<file path="src/rtl/ms_rr_relay.sv">
// ms_rr_relay: N-input round-robin master/slave relay.
// Collects one item from any offering slave channel (SECTION_A), then
// presents it on the single master output until consumed (SECTION_B).
// In accumulate mode (shared_in=1) the accepted data is added to the
// previously held value, wrapping modulo 2^W.
module ms_rr_relay #(
  parameter int N = 4,
  parameter int W = 32,
  localparam int CW = (N > 1) ? $clog2(N) : 1
) (
  input  logic          clk,
  input  logic          rst,
  input  logic [N*W-1:0] s_in_data,
  input  logic [N-1:0]  s_in_sync,
  output logic [N-1:0]  s_in_notify,
  output logic [W-1:0]  s_out_data,
  output logic [CW-1:0] s_out_chan,
  output logic          s_out_notify,
  input  logic          s_out_sync,
  input  logic          shared_in,
  output logic          section
);

  localparam logic SECTION_A = 1'b0;
  localparam logic SECTION_B = 1'b1;

  logic          section_signal;
  logic          section_next;
  logic [W-1:0]  val_signal;
  logic [CW-1:0] chan_signal;
  logic [CW-1:0] rr_ptr;
  logic          grant_vld;
  logic [CW-1:0] grant;
  logic [W-1:0]  grant_data;
  logic          accept;

  // Modulo-2^W accumulation; the carry out is intentionally dropped.
  function automatic logic [W-1:0] acc_wrap(input logic [W-1:0] a,
                                            input logic [W-1:0] b);
    logic [W:0] sum;
    sum = {1'b0, a} + {1'b0, b};
    return sum[W-1:0];
  endfunction

  // Round-robin search: first offering channel at or above rr_ptr, else
  // first offering channel below rr_ptr (the wrapped part of the ring).
  always_comb begin
    grant_vld = 1'b0;
    grant     = '0;
    for (int k = 0; k < N; k++) begin
      if (!grant_vld && s_in_sync[k] && (CW'(k) >= rr_ptr)) begin
        grant_vld = 1'b1;
        grant     = CW'(k);
      end
    end
    for (int k = 0; k < N; k++) begin
      if (!grant_vld && s_in_sync[k] && (CW'(k) < rr_ptr)) begin
        grant_vld = 1'b1;
        grant     = CW'(k);
      end
    end
  end

  // Select the granted channel's data word.
  always_comb begin
    grant_data = '0;
    for (int k = 0; k < N; k++) begin
      if (grant == CW'(k)) grant_data = s_in_data[k*W +: W];
    end
  end

  // A transfer happens only while collecting and never under reset.
  assign accept = (section_signal == SECTION_A) && grant_vld && !rst;

  // State register.
  always_ff @(posedge clk) begin
    if (rst) section_signal <= SECTION_A;
    else     section_signal <= section_next;
  end

  // Next-state logic: collect until a grant, present until consumed.
  always_comb begin
    section_next = section_signal;
    case (section_signal)
      SECTION_A: if (grant_vld) section_next = SECTION_B;
      SECTION_B: if (s_out_sync) section_next = SECTION_A;
      default:   section_next = SECTION_A;
    endcase
  end

  // Output decode: accept strobe while collecting, valid while presenting.
  always_comb begin
    s_in_notify  = '0;
    s_out_notify = 1'b0;
    if (section_signal == SECTION_B) begin
      s_out_notify = 1'b1;
    end else if (grant_vld && !rst) begin
      for (int k = 0; k < N; k++) s_in_notify[k] = (grant == CW'(k));
    end
  end

  // Captured value, source tag and round-robin pointer update on accept;
  // val_signal is kept after consumption as the accumulate base.
  always_ff @(posedge clk) begin
    if (rst) begin
      val_signal  <= '0;
      chan_signal <= '0;
      rr_ptr      <= '0;
    end else if (accept) begin
      val_signal  <= shared_in ? acc_wrap(val_signal, grant_data) : grant_data;
      chan_signal <= grant;
      rr_ptr      <= (grant == CW'(N-1)) ? '0 : grant + 1'b1;
    end
  end

  assign s_out_data = val_signal;
  assign s_out_chan = chan_signal;
  assign section    = section_signal;

endmodule

</file>
<file path="config.mk">
export PLATFORM = sky130hd
export DESIGN_NAME = ms_rr_relay
export DESIGN_NICKNAME = d
export VERILOG_FILES = /design/src/rtl/ms_rr_relay.sv
export SDC_FILE = /design/constraint.sdc
export NUM_CORES = 1
export LEC_CHECK = 0
export CAP_MARGIN = 20
export CORE_UTILIZATION = 45
export DETAILED_ROUTE_END_ITERATION = 7
export PLACE_DENSITY = 0.78
export REMOVE_ABC_BUFFERS = 1
export SETUP_SLACK_MARGIN = 0.05
export SLEW_MARGIN = 20
export SYNTH_ARGS = -nofsm -noshare
export SYNTH_HDL_FRONTEND = slang
export SYNTH_SLANG_ARGS = --single-unit
export TNS_END_PERCENT = 30
</file>
<file path="constraint.sdc">
create_clock -name clk -period 6.64 [get_ports clk]
set_clock_uncertainty 0.2 [all_clocks]
set_input_delay 1.328 -clock clk [delete_from_list [all_inputs] [get_ports clk]]
set_output_delay 1.328 -clock clk [all_outputs]
set_load 0.02 [all_outputs]
</file>
# Word-level counts from Yosys, hierarchy flattened
# Cells that the tools add are included.
# totals
ff_bits,37
input_bits,136
output_inout_bits,40
wordCells,72
# op_classes
add_sub_neg,2
order_cmp,8
eq_ne,3
muxes,27
bitwise,1
reduce_logical,27
# op_table
operator,n
32-bit two-way mux,5
32-bit adder,1
1-bit logical AND,18
2-bit two-way mux,7
1-bit two-way mux,12
1-bit zero test,8
4-bit two-way mux,2
2-bit equality test (second input constant),2
1-bit by 2-bit greater-or-equal comparator with 1-bit output (first input constant),2
2-bit greater-or-equal comparator (first input constant),2
1-bit by 2-bit less-than comparator with 1-bit output (first input constant),2
2-bit less-than comparator (first input constant),2
2-bit by 1-bit adder with 2-bit output (second input constant),1
2-bit by 1-bit equality test with 1-bit output (second input constant),1
2-bit zero test,1
1-bit case mux with 2 select lines,1
1-bit NOT,1

# Logic depth before layout (Yosys ltp)
# depth
word_depth,38
depth_mapped,24
depth_no_buf,23

# Worst setup path after synthesis
# Ideal clock, no wire load.
# synth_path
path_type,input -> register
from,input port s_in_sync[0]
to,"register val_signal[30], in the netlist s_out_data[30]"
setup_time_ps,79
arrival_time_ps,5346
required_ps,6361
setup_slack_ps,1015
path_stages,23
path_buffers,2
cell_sequence,inv_1 -> nor2_1 -> a21oi_1 -> nor2_1 -> a211oi_1 -> ha_1 -> clkbuf_1 -> clkbuf_1 -> a22oi_1 -> nor2_1 -> a21oi_1 -> o21ai_0 -> ha_1 -> inv_1 -> fa_1 -> nor2b_4 -> o31a_1 -> o2111ai_2 -> a211oi_4 -> o31ai_4 -> a21oi_2 -> mux2_4 -> a211oi_2
# synth_via
elab_chain_cells,37
elab_cells_between_ends,49
classes_between,add/sub: 1; eq/ne: 3; mux: 20; reduce/logical: 25
# synth_lines
element,line_no,text
start: declaration,14,"input logic [N-1:0] s_in_sync,"
1-bit logical AND,51,if (!grant_vld && s_in_sync[k] && (CW'(k) >= rr_ptr)) begin
1-bit two-way mux,51,
1-bit zero test,51,
1-bit logical AND (2 in series),51,
1-bit two-way mux,51,
1-bit zero test,51,
1-bit logical AND (2 in series),51,
1-bit two-way mux,51,
[... 17 more ...],--,
1-bit logical AND (2 in series),57,if (!grant_vld && s_in_sync[k] && (CW'(k) < rr_ptr)) begin
2-bit two-way mux *,57,
via grant[0],33,logic [CW-1:0] grant;
2-bit zero test,68,if (grant == CW'(k)) grant_data = s_in_data[k*W +: W];
32-bit two-way mux (3 in series),68,
32-bit two-way mux *,68,
32-bit adder,41,"sum = {1'b0, a} + {1'b0, b};"
32-bit two-way mux *,110,"val_signal <= shared_in ? acc_wrap(val_signal, grant_data) : grant_data;"
end signal: assignment,110,
end: declaration,29,logic [W-1:0] val_signal;
# Mark *: on every way through the listed nets, which the timed path passes. The rest lies on a longest branch.
# A chain may end at the register's enable or synchronous reset.

# Final worst setup path
# layout_path
from,input port s_in_sync[0]
to,"register val_signal[31], in the netlist s_out_data[31]"
# Same word-level chain as after synthesis.

==> run_results.csv <==
group,metric,value,unit
routing,drt_iter0_markers,306,
final_layout,fin_nets,984,
placed_design,port_buffers,175,
sta,finalHoldViolCount,0,
sta,tightest_slew,670.3,ps
floorplan,core_area,9684,µm²
setup_path,worst_setup_path_start_kind,"primary input",
floorplan,die_w,101.7,µm
final_layout,drive_above_1_share,4.821,%
logic_synthesis,ys_seq_area_share,16.56,%
sta,report.final.slew_viol_count,0,
job,cap_viol_max_count,0,
run_status,outcome,"complete, no violations",
pwr,ir_drop,0.0001021,V
sta,timing.hold.ws,266.1,ps
floorplan,die_area,10340,µm²
final_layout,n_antenna_cell,0,
sta,rsz0062_at_grt,"no",
setup_path,cp-end-kind,"flip-flop",
placed_design,dpl.cell_count,935,
global_route,antenna_found_initial,0,
floorplan,die_h,101.7,µm
setup_path,rr_startpoint,"rr_ptr[0]",
logic_synthesis,async_flop_share,0,%
min_path,hold_start,"s_out_chan[1]",
clocking,clk_latency,300,ps
clocking,post_cts_buffers,0,
routing,dr.max_layer_used,"met4",
setup_path,reg2reg_slack,1820,ps
global_route,grt_max_degree,51,
setup_path,critPathTopFamily,"compound AO/OA/AOI/OAI gates",
sta,slew-limit-headroom,55.04,%
pwr,leakage,2.610,nW
sta,finalCriticalPeriod,5986,ps
setup_path,cp_num_buf_inv,5,
final_layout,most-common-layout-cells,"174 x clkdlybuf4s50_1, 94 x a21oi_1, 84 x nand2_1",
routing,viasPerCell,5.824,
clocking,cts-root-buf,"clkbuf_8",
floorplan,rows,36,
logic_synthesis,synthDistinctLibCells,58,
routing,wl,15.20,mm
setup_path,critPathSlowestCell,"clkdlybuf4s50_1",
routing,dr_wl_met3,1.346,mm
setup_path,rr_endpoint,"s_out_data[31]",
logic_synthesis,syn_inst,660,
final_layout,instances_no_fill,942,
pwr,pwr_density_cell,246.2,nW/µm²
setup_path,crit_fanout,18,
routing,dr_wl_met2,7.254,mm
clocking,htreeDepth,2,
min_path,holdPathStages,2,
logic_synthesis,synth-seq-cells,37,
routing,routedWlPerCell,16.14,µm
clocking,cts_tree,"built",
sta,post-route-period-util,90.15,%
min_path,min_to,"s_out_chan[1]",
final_layout,final_common_cell,"clkdlybuf4s50_1",
sta,setup_viol,0,
global_route,grt_pass1_wl,23.91,mm
setup_path,arrival,6010,ps
routing,drc,0,
setup_path,crit_required,6670,ps
setup_path,r2r_cells,22,
floorplan,initial_core_util,46.18,%
setup_path,cp_cell_sequence,"clkdlybuf4s50_1, inv_1, nor2_1, a21oi_1, nor2_1, a211oi_1, buf_4, inv_1, ha_1, nor2b_2, buf_4, a22oi_1, nor2_1, a21oi_1, o21ai_0, ha_1, a21oi_1, o21ai_0, a221oi_1, o31a_1, o22ai_2, o41ai_2, mux2_1, a31oi_1",
routing,wl_met1,6.240,mm
routing,vias,5486,
logic_synthesis,synth-edff-count,0,
setup_path,slowest_delay,460,ps
clocking,clk_pin_slew,80,ps
global_route,grt_pass1_vias,5207,
routing,first_pass_iters,6,
global_route,grt_usage,28.92,%
placed_design,dp_hpwl,11.60,mm
clocking,hold_buffers,0,
logic_synthesis,synthesis.area,4472,µm²
logic_synthesis,synth_flop_cell,"dfxtp_1",
clocking,cts_buffers,5,
min_path,hold_class,"flip-flop to flip-flop",
final_layout,syn2layout_area_growth,43.40,%
clocking,cts_sinks,37,
routing,ant_nets,0,
logic_synthesis,syn_avg_cell_area,6.775,µm²
sta,fmax,167.1,MHz
logic_synthesis,yosys_warnings,0,
clocking,clk_path_buf_depth,2,
placed_design,placed_area,6326,µm²
floorplan,ios,176,
final_layout,fin_area,6412,µm²
clocking,ctsResizeCount,0,
setup_path,path_class,"primary input to flip-flop",
placed_design,globalplace.congestion,0.9272,
sta,totalNegativeSetupSlack,0,ps
global_route,grt-ovfl-total,0,
## routing by layer
layer / GRT usage (%) / up-vias
met5: 0 / -
met1: 32.94 / 2502
met3: 5.452 / 32
met2: 53.27 / 249
met4: 10.59 / 0
li1: - / 2703
## how the worst max path moves through the flow
stage            startpoint        endpoint  slack (ps)  cells after the start
6_report       s_in_sync[0]  s_out_data[31]         650                     24
5_1_grt        s_in_sync[0]  s_out_data[31]         280                     24
4_1_cts        s_in_sync[0]  s_out_data[26]         700                     24
3_5_place_dp   s_in_sync[0]  s_out_data[30]         400                     24
3_3_place_gp   s_in_sync[0]  s_out_data[30]         600                     24
2_1_floorplan  s_in_sync[0]  s_out_data[30]         390                     22
## layout make-up
| class | instances | area [µm²] |
|---|---|---|
| repair buffers | 188 | 1844 |
| multi-input cells | 559 | 3507 |
| fillers | 864 | 3272 |
| inverters | 18 | 67.56 |
| clock buffers | 7 | 86.33 |
| flip-flops and latches | 37 | 740.7 |
| well taps | 133 | 166.4 |
## report_power, final
| group | leakage (nW) | total (mW) | internal (mW) | switching (mW) |
|---|---|---|---|---|
| clock | 0.0443 | 0.173 | 0.0827 | 0.0906 |
| sequential | 0.307 | 0.301 | 0.263 | 0.0380 |
| combinational | 2.26 | 1.10 | 0.490 | 0.615 |
| total | 2.61 | 1.58 | 0.835 | 0.744 |
## metrics by stage
step                worst slack (ps)  util (%)  power [mW]
CTS                            703.2     66.21       1.572
floorplan                      388.5         -       1.038
global route                   280.5     66.21       1.709
finish                         653.9     66.21       1.579
global placement               595.8     65.32       1.362
detailed placement             398.5     65.32       1.394
## state kept, by name, summed over array words and instances (netlist names)
name and cells:
s_out_data 32, rr_ptr 2, s_out_chan 2, section 1
## logic make-up (layout without fill, tap and decap cells)
kind of cell | after synthesis | after routing | synth area share [%]
xor+xnor | 15 | 15 | 2.938
fa+ha+maj | 39 | 39 | 11.08
buf+inv | 64 | 213 | 5.484
compound gates | 261 | 261 | 37.46
flops | 37 | 37 | 16.56
simple gates | 233 | 233 | 23.87
mux | 11 | 11 | 2.602
## cell usage after synthesis, types with 10 or more instances
| master | count | area (µm²) |
|---|---|---|
| a21oi_1 | 95 | 475.5 |
| nand2_1 | 84 | 315.3 |
| nor2_1 | 74 | 277.8 |
| o21ai_0 | 49 | 245.2 |
| ha_1 | 38 | 475.5 |
| dfxtp_1 | 37 | 740.7 |
| clkbuf_1 | 34 | 127.6 |
| a22oi_1 | 20 | 150.1 |
| a211oi_1 | 19 | 142.6 |
| a21o_1 | 18 | 135.1 |
| inv_1 | 17 | 63.81 |
| nor3_1 | 17 | 85.08 |
| buf_1 | 10 | 37.54 |
| nand3b_1 | 10 | 75.07 |
| xnor2_1 | 10 | 87.58 |
## worst register-to-register path, cell delays in order (launching register included)
cell      delay, ps
dfxtp_1         380
nor2_1           80
a21oi_1         130
nor2_1           60
a211oi_1        220
buf_4           180
inv_1            70
ha_1            200
nor2b_2         180
buf_4           210
a22oi_1         190
nor2_1           50
a21oi_1         110
o21ai_0         120
ha_1            390
a21oi_1         360
o21ai_0         160
a221oi_1        320
o31a_1          210
o22ai_2         110
o41ai_2         340
mux2_1          370
a31oi_1         120
(Power assumes the default switching activity.)
